### src/rtl/instr_encoder_loader_pkg.sv
// Shared types and encoding constants for the RV32I instruction encoder/loader.
package instr_enc_pkg;

  // Mnemonic codes on the input stream; codes 21..31 are illegal.
  typedef enum logic [4:0] {
    OpAdd, OpSub, OpAnd, OpOr, OpXor, OpSll, OpSrl, OpSra,
    OpAddi, OpAndi, OpOri, OpXori, OpSlli, OpSrli, OpSrai,
    OpLw, OpSw, OpBeq, OpBne, OpJal, OpJalr
  } op_e;

  typedef enum logic [1:0] {StIdle, StLoad, StFlush, StDone} state_e;

  localparam logic [6:0] OpcOp     = 7'b0110011;
  localparam logic [6:0] OpcOpImm  = 7'b0010011;
  localparam logic [6:0] OpcLoad   = 7'b0000011;
  localparam logic [6:0] OpcStore  = 7'b0100011;
  localparam logic [6:0] OpcBranch = 7'b1100011;
  localparam logic [6:0] OpcJal    = 7'b1101111;
  localparam logic [6:0] OpcJalr   = 7'b1100111;

  localparam logic [2:0] F3Add  = 3'b000;
  localparam logic [2:0] F3Sll  = 3'b001;
  localparam logic [2:0] F3Xor  = 3'b100;
  localparam logic [2:0] F3Srl  = 3'b101;
  localparam logic [2:0] F3Or   = 3'b110;
  localparam logic [2:0] F3And  = 3'b111;
  localparam logic [2:0] F3Word = 3'b010;
  localparam logic [2:0] F3Beq  = 3'b000;
  localparam logic [2:0] F3Bne  = 3'b001;
  localparam logic [2:0] F3Jalr = 3'b000;

  localparam logic [6:0] F7Base = 7'b0000000;
  localparam logic [6:0] F7Alt  = 7'b0100000;

  localparam logic [31:0] NOP_WORD = 32'h00000013;

endpackage

### src/rtl/instr_encoder_loader_if.sv
// Instruction stream in / instruction-memory write bus out of the loader.
interface instr_encoder_loader_if #(
  parameter int unsigned ADDR_W = 8
) ();
  logic              in_valid;
  logic              in_ready;
  logic [4:0]        in_op;
  logic [4:0]        in_rd;
  logic [4:0]        in_rs1;
  logic [4:0]        in_rs2;
  logic [31:0]       in_imm;
  logic              in_last;
  logic              mem_we;
  logic [ADDR_W-1:0] mem_addr;
  logic [31:0]       mem_wdata;

  // Host / program source side.
  modport master (
    output in_valid, in_op, in_rd, in_rs1, in_rs2, in_imm, in_last,
    input  in_ready, mem_we, mem_addr, mem_wdata
  );

  // Loader side.
  modport slave (
    input  in_valid, in_op, in_rd, in_rs1, in_rs2, in_imm, in_last,
    output in_ready, mem_we, mem_addr, mem_wdata
  );
endinterface

### src/rtl/rv32_encode.sv
// Combinational RV32I encoder: symbolic instruction -> 32-bit word plus a bad flag.
// Optional ENC_RANGE_CHECK_EN: out-of-range immediates yield NOP with bad set;
// otherwise immediates are truncated to their field.
module rv32_encode
  import instr_enc_pkg::*;
(
  input  logic [4:0]  op,
  input  logic [4:0]  rd,
  input  logic [4:0]  rs1,
  input  logic [4:0]  rs2,
  input  logic [31:0] imm,
  output logic [31:0] word,
  output logic        bad
);

  op_e  op_c;
  logic i_ok, sh_ok, b_ok, j_ok, imm_ok;

  assign op_c = op_e'(op);

`ifdef ENC_RANGE_CHECK_EN
  logic signed [31:0] simm;
  assign simm  = signed'(imm);
  assign i_ok  = (simm >= -2048) && (simm <= 2047);
  assign sh_ok = (simm >= 0) && (simm <= 31);
  assign b_ok  = (simm >= -4096) && (simm <= 4094) && !imm[0];
  assign j_ok  = (simm >= -(2 ** 20)) && (simm <= (2 ** 20) - 2) && !imm[0];
`else
  logic unused_imm;
  assign unused_imm = ^{imm[31:21], imm[0]};
  assign i_ok  = 1'b1;
  assign sh_ok = 1'b1;
  assign b_ok  = 1'b1;
  assign j_ok  = 1'b1;
`endif

  // Field assembly per format; any rejected op or immediate collapses to NOP.
  always_comb begin
    word   = NOP_WORD;
    imm_ok = 1'b1;
    bad    = 1'b0;
    case (op_c)
      OpAdd:  word = {F7Base, rs2, rs1, F3Add, rd, OpcOp};
      OpSub:  word = {F7Alt,  rs2, rs1, F3Add, rd, OpcOp};
      OpAnd:  word = {F7Base, rs2, rs1, F3And, rd, OpcOp};
      OpOr:   word = {F7Base, rs2, rs1, F3Or,  rd, OpcOp};
      OpXor:  word = {F7Base, rs2, rs1, F3Xor, rd, OpcOp};
      OpSll:  word = {F7Base, rs2, rs1, F3Sll, rd, OpcOp};
      OpSrl:  word = {F7Base, rs2, rs1, F3Srl, rd, OpcOp};
      OpSra:  word = {F7Alt,  rs2, rs1, F3Srl, rd, OpcOp};
      OpAddi: begin word = {imm[11:0], rs1, F3Add, rd, OpcOpImm}; imm_ok = i_ok; end
      OpAndi: begin word = {imm[11:0], rs1, F3And, rd, OpcOpImm}; imm_ok = i_ok; end
      OpOri:  begin word = {imm[11:0], rs1, F3Or,  rd, OpcOpImm}; imm_ok = i_ok; end
      OpXori: begin word = {imm[11:0], rs1, F3Xor, rd, OpcOpImm}; imm_ok = i_ok; end
      OpSlli: begin word = {F7Base, imm[4:0], rs1, F3Sll, rd, OpcOpImm}; imm_ok = sh_ok; end
      OpSrli: begin word = {F7Base, imm[4:0], rs1, F3Srl, rd, OpcOpImm}; imm_ok = sh_ok; end
      OpSrai: begin word = {F7Alt,  imm[4:0], rs1, F3Srl, rd, OpcOpImm}; imm_ok = sh_ok; end
      OpLw:   begin word = {imm[11:0], rs1, F3Word, rd, OpcLoad}; imm_ok = i_ok; end
      OpSw: begin
        word   = {imm[11:5], rs2, rs1, F3Word, imm[4:0], OpcStore};
        imm_ok = i_ok;
      end
      OpBeq: begin
        word   = {imm[12], imm[10:5], rs2, rs1, F3Beq, imm[4:1], imm[11], OpcBranch};
        imm_ok = b_ok;
      end
      OpBne: begin
        word   = {imm[12], imm[10:5], rs2, rs1, F3Bne, imm[4:1], imm[11], OpcBranch};
        imm_ok = b_ok;
      end
      OpJal: begin
        word   = {imm[20], imm[10:1], imm[11], imm[19:12], rd, OpcJal};
        imm_ok = j_ok;
      end
      OpJalr: begin word = {imm[11:0], rs1, F3Jalr, rd, OpcJalr}; imm_ok = i_ok; end
      default: imm_ok = 1'b0;
    endcase
    if (!imm_ok) begin
      word = NOP_WORD;
      bad  = 1'b1;
    end
  end

endmodule

### src/rtl/instr_encoder_loader.sv
// Streams symbolic RV32I instructions in, encodes them and writes them to consecutive
// instruction-memory word addresses starting at BASE_ADDR after each start pulse.
// Optional ENC_RANGE_CHECK_EN (see rv32_encode) range-checks immediates.
module instr_encoder_loader
  import instr_enc_pkg::*;
#(
  parameter int unsigned ADDR_W    = 8,
  parameter int unsigned BASE_ADDR = 0
) (
  input  logic                  clk,
  input  logic                  reset,
  input  logic                  start,
  instr_encoder_loader_if.slave bus,
  output logic [ADDR_W:0]       count,
  output logic                  done,
  output logic                  err
);

  localparam logic [ADDR_W-1:0] BaseAddr = BASE_ADDR[ADDR_W-1:0];
  localparam logic [ADDR_W:0]   CountMax = {1'b1, {ADDR_W{1'b0}}};

  state_e            state_q, state_d;
  logic              in_ready, accept, full;
  logic [31:0]       enc_word;
  logic              enc_bad;
  logic [ADDR_W-1:0] wptr_q, wptr_d, addr_q, addr_d;
  logic              we_q, we_d;
  logic [31:0]       wdata_q, wdata_d;
  logic [ADDR_W:0]   count_q, count_d;
  logic              err_q, err_d;

  rv32_encode u_encode (
    .op   (bus.in_op),
    .rd   (bus.in_rd),
    .rs1  (bus.in_rs1),
    .rs2  (bus.in_rs2),
    .imm  (bus.in_imm),
    .word (enc_word),
    .bad  (enc_bad)
  );

  assign accept = bus.in_valid && in_ready;
  // Accepting at the top address leaves no room for a following word.
  assign full   = (wptr_q == {ADDR_W{1'b1}});

  // FSM state register.
  always_ff @(posedge clk or posedge reset) begin
    if (reset) state_q <= StIdle;
    else       state_q <= state_d;
  end

  // FSM next state: start overrides everything; the last (or forced-last) accept flushes.
  always_comb begin
    state_d = state_q;
    if (start) begin
      state_d = StLoad;
    end else begin
      unique case (state_q)
        StIdle:  state_d = StIdle;
        StLoad:  if (accept && (bus.in_last || full)) state_d = StFlush;
        StFlush: state_d = StDone;
        StDone:  state_d = StDone;
        default: state_d = StIdle;
      endcase
    end
  end

  // FSM outputs.
  always_comb begin
    in_ready = (state_q == StLoad) && !start;
    done     = (state_q == StDone);
  end

  // Datapath next state: a write already registered still completes across a start.
  always_comb begin
    wptr_d  = wptr_q;
    addr_d  = addr_q;
    wdata_d = wdata_q;
    we_d    = accept;
    count_d = count_q;
    err_d   = err_q;
    if (start) begin
      wptr_d  = BaseAddr;
      count_d = '0;
      err_d   = 1'b0;
    end else begin
      if (we_q && (count_q != CountMax)) count_d = count_q + (ADDR_W + 1)'(1);
      if (accept) begin
        wptr_d  = wptr_q + ADDR_W'(1);
        addr_d  = wptr_q;
        wdata_d = enc_word;
        if (enc_bad || (full && !bus.in_last)) err_d = 1'b1;
      end
    end
  end

  // Datapath registers.
  always_ff @(posedge clk or posedge reset) begin
    if (reset) begin
      wptr_q  <= BaseAddr;
      addr_q  <= '0;
      wdata_q <= '0;
      we_q    <= 1'b0;
      count_q <= '0;
      err_q   <= 1'b0;
    end else begin
      wptr_q  <= wptr_d;
      addr_q  <= addr_d;
      wdata_q <= wdata_d;
      we_q    <= we_d;
      count_q <= count_d;
      err_q   <= err_d;
    end
  end

  assign bus.in_ready  = in_ready;
  assign bus.mem_we    = we_q;
  assign bus.mem_addr  = addr_q;
  assign bus.mem_wdata = wdata_q;
  assign count         = count_q;
  assign err           = err_q;

endmodule

### src/flat_wrapper.sv
// flat-port wrapper written by rule: the top's interface ports become plain ports
module instr_encoder_loader_flat import instr_enc_pkg::*;
#(
  parameter int unsigned ADDR_W    = 8,
  parameter int unsigned BASE_ADDR = 0
)
  (clk, reset, start, count, done, err, bus_in_valid, bus_in_op, bus_in_rd, bus_in_rs1, bus_in_rs2, bus_in_imm, bus_in_last, bus_in_ready, bus_mem_we, bus_mem_addr, bus_mem_wdata);
  instr_encoder_loader_if #(.ADDR_W(ADDR_W)) bus_i ();
  input  logic clk;
  input  logic reset;
  input  logic start;
  output logic [ADDR_W:0] count;
  output logic done;
  output logic err;
  input wire logic [$bits(bus_i.in_valid)-1:0] bus_in_valid;
  input wire logic [$bits(bus_i.in_op)-1:0] bus_in_op;
  input wire logic [$bits(bus_i.in_rd)-1:0] bus_in_rd;
  input wire logic [$bits(bus_i.in_rs1)-1:0] bus_in_rs1;
  input wire logic [$bits(bus_i.in_rs2)-1:0] bus_in_rs2;
  input wire logic [$bits(bus_i.in_imm)-1:0] bus_in_imm;
  input wire logic [$bits(bus_i.in_last)-1:0] bus_in_last;
  output wire logic [$bits(bus_i.in_ready)-1:0] bus_in_ready;
  output wire logic [$bits(bus_i.mem_we)-1:0] bus_mem_we;
  output wire logic [$bits(bus_i.mem_addr)-1:0] bus_mem_addr;
  output wire logic [$bits(bus_i.mem_wdata)-1:0] bus_mem_wdata;
  assign bus_i.in_valid = bus_in_valid;
  assign bus_i.in_op = bus_in_op;
  assign bus_i.in_rd = bus_in_rd;
  assign bus_i.in_rs1 = bus_in_rs1;
  assign bus_i.in_rs2 = bus_in_rs2;
  assign bus_i.in_imm = bus_in_imm;
  assign bus_i.in_last = bus_in_last;
  assign bus_in_ready = bus_i.in_ready;
  assign bus_mem_we = bus_i.mem_we;
  assign bus_mem_addr = bus_i.mem_addr;
  assign bus_mem_wdata = bus_i.mem_wdata;
  instr_encoder_loader #(.ADDR_W(ADDR_W), .BASE_ADDR(BASE_ADDR)) u_core (.clk(clk), .reset(reset), .start(start), .bus(bus_i), .count(count), .done(done), .err(err));
endmodule
### config.mk
export PLATFORM = sky130hd
export DESIGN_NAME = instr_encoder_loader_flat
export DESIGN_NICKNAME = d
export VERILOG_FILES = /design/src/rtl/instr_encoder_loader_pkg.sv /design/src/rtl/instr_encoder_loader_if.sv /design/src/rtl/rv32_encode.sv /design/src/rtl/instr_encoder_loader.sv /design/src/flat_wrapper.sv
export SDC_FILE = /design/constraint.sdc
export NUM_CORES = 1
export LEC_CHECK = 0
export CORE_ASPECT_RATIO = 0.9
export CORE_MARGIN = 2
export CORE_UTILIZATION = 41
export CTS_CLUSTER_DIAMETER = 200
export DETAILED_ROUTE_END_ITERATION = 8
export GPL_ROUTABILITY_DRIVEN = 0
export MAX_ROUTING_LAYER = met4
export PLACE_DENSITY = 0.77
export SKIP_CTS_REPAIR_TIMING = 1
export SYNTH_ARGS = -nofsm -noshare
export SYNTH_HDL_FRONTEND = slang
export SYNTH_SLANG_ARGS = --single-unit
export TNS_END_PERCENT = 100
### constraint.sdc
create_clock -name clk -period 1.9 [get_ports clk]
set_clock_uncertainty 0.1 [all_clocks]
set_input_delay 0.38 -clock clk [delete_from_list [all_inputs] [get_ports clk]]
set_output_delay 0.38 -clock clk [all_outputs]
set_load 0.02 [all_outputs]
==> out/qor.csv, run 1 <==
stage;metric;value;unit
run_status;status;finished clean;
clock_network;Clock Latency Late Sink;0.33;ns
floorplan;chip height;86.2;um
clock_network;Root Driver;clkbuf_8;
critical_path;Cell Chain, Critical Path;clkdlybuf4s50_1;
critical_path;Crit. End Element;primary output;
floorplan;num ports;110;
logic_synthesis;ys flop type;dfrtp_1;
sta;slew margin rel.;67.6;%
placed_design;Area after DPL;0.00442;mm2
logic_synthesis;syn avg cell area;9.87;um2
global_route;overflow left after global routing;0;
logic_synthesis;top cells by area, synth;dfrtp_1 (49%), nand2_1 (5.1%), nor2_1 (3.4%), a221o_1 (3.2%), o21ai_0 (2.6%);
critical_path;Worst Path Buf+Inv;1;
global_route;number of global-route vias before repair;2825;
sta;fmax;548;MHz
clock_network;CTS tree;yes;
logic_synthesis;Synthesis Warnings;0;
critical_path;Worst EP required;1.42;ns
floorplan;Initial Util;43.1;%
placed_design;Final HPWL DP;5970;um
global_route;largest net degree at the start of global routing;61;
logic_synthesis;post-synth top area share;48.7;%
pwr;Pleak;0.00215;uW
critical_path;slowest cell on the critical path;clkdlybuf4s50_1;
sta;Hold Fails Final Rpt;0;
pwr;Pwr Density;748;mW/mm2
finish;Synth-to-Final Area Change;49.9;%
critical_path;critical path data arrival time;1.35;ns
pwr;Max VDD drop;552;uV
logic_synthesis;synthesized instance count;312;
critical_path;reg2reg end;u_core.count[1];
routing;Wirelength per Cell;14.9;um
finish;Layout Nets;503;
routing;Iteration-0 DRC Markers;98;
critical_path;Top Family by Delay on Critical Path;buffers and inverters;
routing;DR DRC count;0;
floorplan;DIE AREA;0.00822;mm2
sta;setup tns final;0;ns
clock_network;H-tree depth;3;
routing;DRT Pass-1 Iters;4;
global_route;initial antenna violation count;0;
global_route;first-pass GRT wire length;13300;um
finish;most common cell after layout, fill and taps aside;clkdlybuf4s50_1;
floorplan;FP Rows;29;
floorplan;Die W;95.4;um
finish;Final Cell Area;0.00462;mm2
critical_path;crit path launch type;flip-flop;
sta;min Tclk post-route;1.83;ns
sta;setup violators final;0;
logic_synthesis;area leader, netlist;dfrtp_1;
logic_synthesis;syn nets;372;
global_route;Tot GR Track Use;21.3;%
clock_network;clock sink total;60;
logic_synthesis;Synth Cell Area;0.00308;mm2
routing;detail-routed via count per cell;5.24;
finish;commonest non-fill, non-tap cells in the layout;clkdlybuf4s50_1 (89), dfrtp_1 (60), nand2_1 (42), buf_4 (40), nor2_1 (28);
placed_design;PortBufs;98;
sta;Final period util;96.1;%
clock_network;CTS Buf Count;9;
sta;fin. max-slew vios;0;
routing;vias;2835;
clock_network;clock transition at the registers of the reported paths;0.07;ns
logic_synthesis;EDFF count, synth;0;
critical_path;worst reg-to-reg setup slack;0.19;ns
critical_path;Max stage delay on crit path;0.62;ns
routing;final wirelength;8040;um
finish;Antenna diodes;0;
sta;RSZ-0062 raised after global routing;no;
critical_path;worst-path fanout max;3;
clock_network;Max clock buf depth;2;
logic_synthesis;Seq cells post-synth;60;
job;maxcap violations;0;
pwr;Tot Pwr;3450;uW
worst_hold_path;hold crit path type;input port to asynchronous set/reset pin;
floorplan;Core ar.;0.00715;mm2
logic_synthesis;sequential share of the synthesized area;48.7;%
critical_path;classification of the worst setup path;flip-flop to primary output;
logic_synthesis;Synth async-reset ratio;100;%
logic_synthesis;Synth cell types;60;
routing;Routed Antenna Nets;0;
critical_path;launching point of the worst reg2reg path;u_core.count[5];
finish;share of cells above drive strength 1;15.6;%
finish;filler instances;582;
critical_path;reg2reg path depth;4;
sta;slew at the pin with the worst max-slew slack;0.474;ns
-- registers in the layout, summed over array words and instances (netlist names) --
register / count
u_core.count: 9
u_core.bus.mem_we: 1
u_core.state_q: 2
u_core.bus.mem_wdata: 31
u_core.wptr_q: 8
u_core.err: 1
u_core.bus.mem_addr: 8
-- area by class of cell --
cell class                      count  area (um2)  share of cell area [%]
Multi-Input combinational cell    221        1430                    31.0
Clock inverter                      4        23.8                   0.515
Timing Repair Buffer              140        1340                    29.1
Clock buffer                       12         155                    3.36
Tap cell                           93         116                    2.52
Sequential cell                    60        1500                    32.5
Inverter                           11        45.0                   0.975
-- where the power goes --
part | total [uW] | switching, uW | internal (uW) | leakage, uW
registers | 1480 | 79.6 | 1400 | 0.000789
logic | 928 | 445 | 483 | 0.00126
clock network | 1040 | 502 | 541 | 0.0000961
total | 3450 | 1030 | 2430 | 0.00215
-- stage by stage --
| step | util [%] | std cells | hold slack, ns | worst slack (ns) |
|---|---|---|---|---|
| after detailed placement | 61.8 | 525 | 0.365 | -0.278 |
| after global routing | 64.6 | 541 | 0.396 | 0.00518 |
| after global placement | 61.8 | 525 | 0.361 | -0.254 |
| after floorplan | - | 312 | 0.382 | 0.165 |
| final | 64.6 | 541 | 0.369 | 0.0741 |
| after CTS | 64.3 | 541 | 0.374 | -0.293 |
-- Yosys cell counts, drive strengths merged, types with 7 or more instances --
library cell,instances
a21oi,11
a221o,10
and2,11
buf,16
dfrtp,60
inv,11
nand2,42
nand3,7
nor2,28
nor3,8
o21ai,18
xor2,7
-- cell families (layout without fill, tap and decap cells) --
logic type / count (synthesis) / after routing / share of synthesized area, %
AOI/OAI and AO/OA: 75 / 75 / 18.7
adders and majority gates: 4 / 4 / 1.54
xor gates and xnor gates: 13 / 13 / 3.70
buffers and inverters: 31 / 167 / 4.75
and+or+nand+nor: 124 / 124 / 20.9
DFF: 60 / 60 / 48.7
muxes: 5 / 5 / 1.71
-- worst max path at each step --
stage	from	to	slack (ns)	cells past startpoint
after floorplan	u_core.count[5]	u_core.count[1]	0.16	4
after global placement	start	bus_in_ready	-0.25	3
after detailed placement	start	bus_in_ready	-0.28	3
after CTS	start	bus_in_ready	-0.29	3
after global routing	start	u_core.bus.mem_wdata[10]	0.005	5
final	u_core.count[8]	count[8]	0.07	1
-- tightest hold or removal path, stage by stage --
cell and delay, ns:
clkdlybuf4s50_1 0.44, clkinvlp_4 0.09, buf_12 0.28
-- per-layer routing --
metal	global-route usage [%]	wire length (um)	part of all wire, %
met1	27.4	3560	44
met2	34.4	3990	50
met3	5.57	447	5.6
met4	4.42	42	0.52
met5	-	0	0
(Power assumes the default switching activity.)
==> run 2, diff against run 1 <==
- CORE_MARGIN: 2 -> unset
==> out/qor.csv, run 2 (same netlist as run 1, synthesis figures left out) <==
stage;metric;value;unit;change
critical_path;crit path launch type;flip-flop;;
placed_design;Final HPWL DP;5690;um;-4.6%
finish;Final Cell Area;0.00461;mm2;-0.22%
routing;DRT Pass-1 Iters;4;;unchanged
sta;fmax;542;MHz;-1.1%
clock_network;Root Driver;clkbuf_8;;
job;maxcap violations;0;;unchanged
finish;Synth-to-Final Area Change;49.6;%;
critical_path;Cell Chain, Critical Path;clkdlybuf4s50_1;;
pwr;Pleak;0.00212;uW;-1.0%
placed_design;DP Worst Slack;-0.316;ns;-0.0383 ns
floorplan;Initial Util;43.1;%;unchanged
floorplan;Core ar.;0.00715;mm2;unchanged
sta;min Tclk post-route;1.85;ns;+0.0202 ns
routing;vias;2867;;+1.1%
critical_path;Crit. End Element;primary output;;
finish;Layout Nets;502;;-0.20%
clock_network;CTS tree;yes;;
sta;post-route setup slack;0.0539;ns;-0.0202 ns
pwr;Pwr Density;745;mW/mm2;-0.34%
finish;Util after Layout;64.5;%;-0.14 points
sta;hold slack final;0.364;ns;-0.00500 ns
critical_path;Worst EP required;1.42;ns;about the same
sta;setup violators final;0;;unchanged
floorplan;DIE AREA;0.00786;mm2;-4.4%
sta;slew margin rel.;67.1;%;-0.48 points
sta;RSZ-0062 raised after global routing;no;;
placed_design;Area after DPL;0.00440;mm2;-0.45%
floorplan;Die W;93.4;um;-2.1%
placed_design;PortBufs;98;;unchanged
critical_path;Worst Path Buf+Inv;1;;unchanged
critical_path;classification of the worst setup path;flip-flop to primary output;;
finish;most common cell after layout, fill and taps aside;clkdlybuf4s50_1;;
finish;multi-input logic area;0.00144;mm2;+0.61%
routing;Wirelength per Cell;14.6;um;-1.5%
sta;Final period util;97.2;%;+1.1 points
routing;Iteration-0 DRC Markers;111;;+13%
critical_path;Top Family by Delay on Critical Path;buffers and inverters;;
global_route;number of global-route vias before repair;2823;;-0.071%
finish;number of flip-flops in the largest register;31;;unchanged
finish;storage element area;0.00150;mm2;about the same
run_status;status;finished clean;;
floorplan;chip height;84.2;um;-2.3%
sta;fin. max-slew vios;0;;unchanged
clock_network;CTS Buf Count;9;;unchanged
finish;commonest non-fill, non-tap cells in the layout;clkdlybuf4s50_1 (89), dfrtp_1 (59), nand2_1 (42), buf_4 (40), nor2_1 (28);;
routing;detail-routed via count per cell;5.31;;+1.3%
worst_hold_path;hold crit path type;input port to asynchronous set/reset pin;;
sta;slew at the pin with the worst max-slew slack;0.490;ns;+0.0157 ns
finish;share of cells above drive strength 1;16.1;%;+0.48 points
critical_path;Max stage delay on crit path;0.62;ns;about the same
floorplan;num ports;110;;unchanged
critical_path;worst-path fanout max;3;;unchanged
clock_network;H-tree depth;3;;unchanged
pwr;Max VDD drop;465;uV;-16%
clock_network;Max clock buf depth;2;;unchanged
routing;Routed Antenna Nets;0;;unchanged
global_route;overflow left after global routing;0;;unchanged
routing;DR DRC count;0;;unchanged
clock_network;clock transition at the registers of the reported paths;0.07;ns;about the same
clock_network;Clock Latency Late Sink;0.33;ns;about the same
clock_network;clock sink total;60;;unchanged
finish;filler instances;582;;unchanged
global_route;Tot GR Track Use;22.1;%;+0.81 points
finish;Antenna diodes;0;;unchanged
global_route;initial antenna violation count;0;;unchanged
routing;final wirelength;7910;um;-1.7%
floorplan;FP Rows;29;;unchanged
critical_path;critical path data arrival time;1.37;ns;+0.02 ns
global_route;largest net degree at the start of global routing;61;;unchanged
critical_path;slowest cell on the critical path;clkdlybuf4s50_1;;
sta;Hold Fails Final Rpt;0;;unchanged
global_route;first-pass GRT wire length;13300;um;+0.26%
run 2: per-layer routing:
metal	up-vias	share of wire [%]	routed length, um	GRT usage [%]
li1	1390	-	-	-
met1	1392	47	3680	28.9
met2	77	48	3760	33.5
met3	8	4.9	389	5.80
met4	0	0.94	74	7.27
met5	-	0	0	-
run 2: final cells by class:
class,count,area share (%)
Multi-Input combinational cell,221,31.3
Timing Repair Buffer,139,28.7
Clock buffer,12,3.37
Inverter,11,0.977
Tap cell,93,2.53
Sequential cell,60,32.6
Clock inverter,4,0.516
run 2: path summary, 6_finish.rpt:
kind                            cells past startpoint                       end  slack (ns)                   start
worst max-delay path                                1                  count[8]        0.05         u_core.count[8]
worst max register to register                      4           u_core.count[1]        0.16         u_core.count[5]
worst min-delay path                                3  u_core.bus.mem_wdata[26]        0.36                   reset
min in group clk                                    2    u_core.bus.mem_addr[0]        0.37  u_core.bus.mem_addr[0]
worst min register to register                      2    u_core.bus.mem_addr[0]        0.37  u_core.bus.mem_addr[0]
max in group asynchronous                           3   u_core.bus.mem_wdata[8]        1.06                   reset
run 2: through the flow:
step | power [uW] | std cells | setup TNS, ns
6_report | 3440 | 540 | 0
5_1_grt | 3620 | 540 | 0
4_1_cts | 3470 | 540 | -0.516
3_5_place_dp | 2430 | 524 | -6.96
3_3_place_gp | 2410 | 524 | -5.67
2_1_floorplan | 1940 | 312 | 0
run 2: power breakdown:
| group | switching (uW) | leakage, uW | internal [uW] |
|---|---|---|---|
| Clock | 488 | 0.0000961 | 540 |
| Sequential | 81.8 | 0.000788 | 1400 |
| Combinational | 442 | 0.00124 | 479 |
| Total | 1010 | 0.00212 | 2420 |
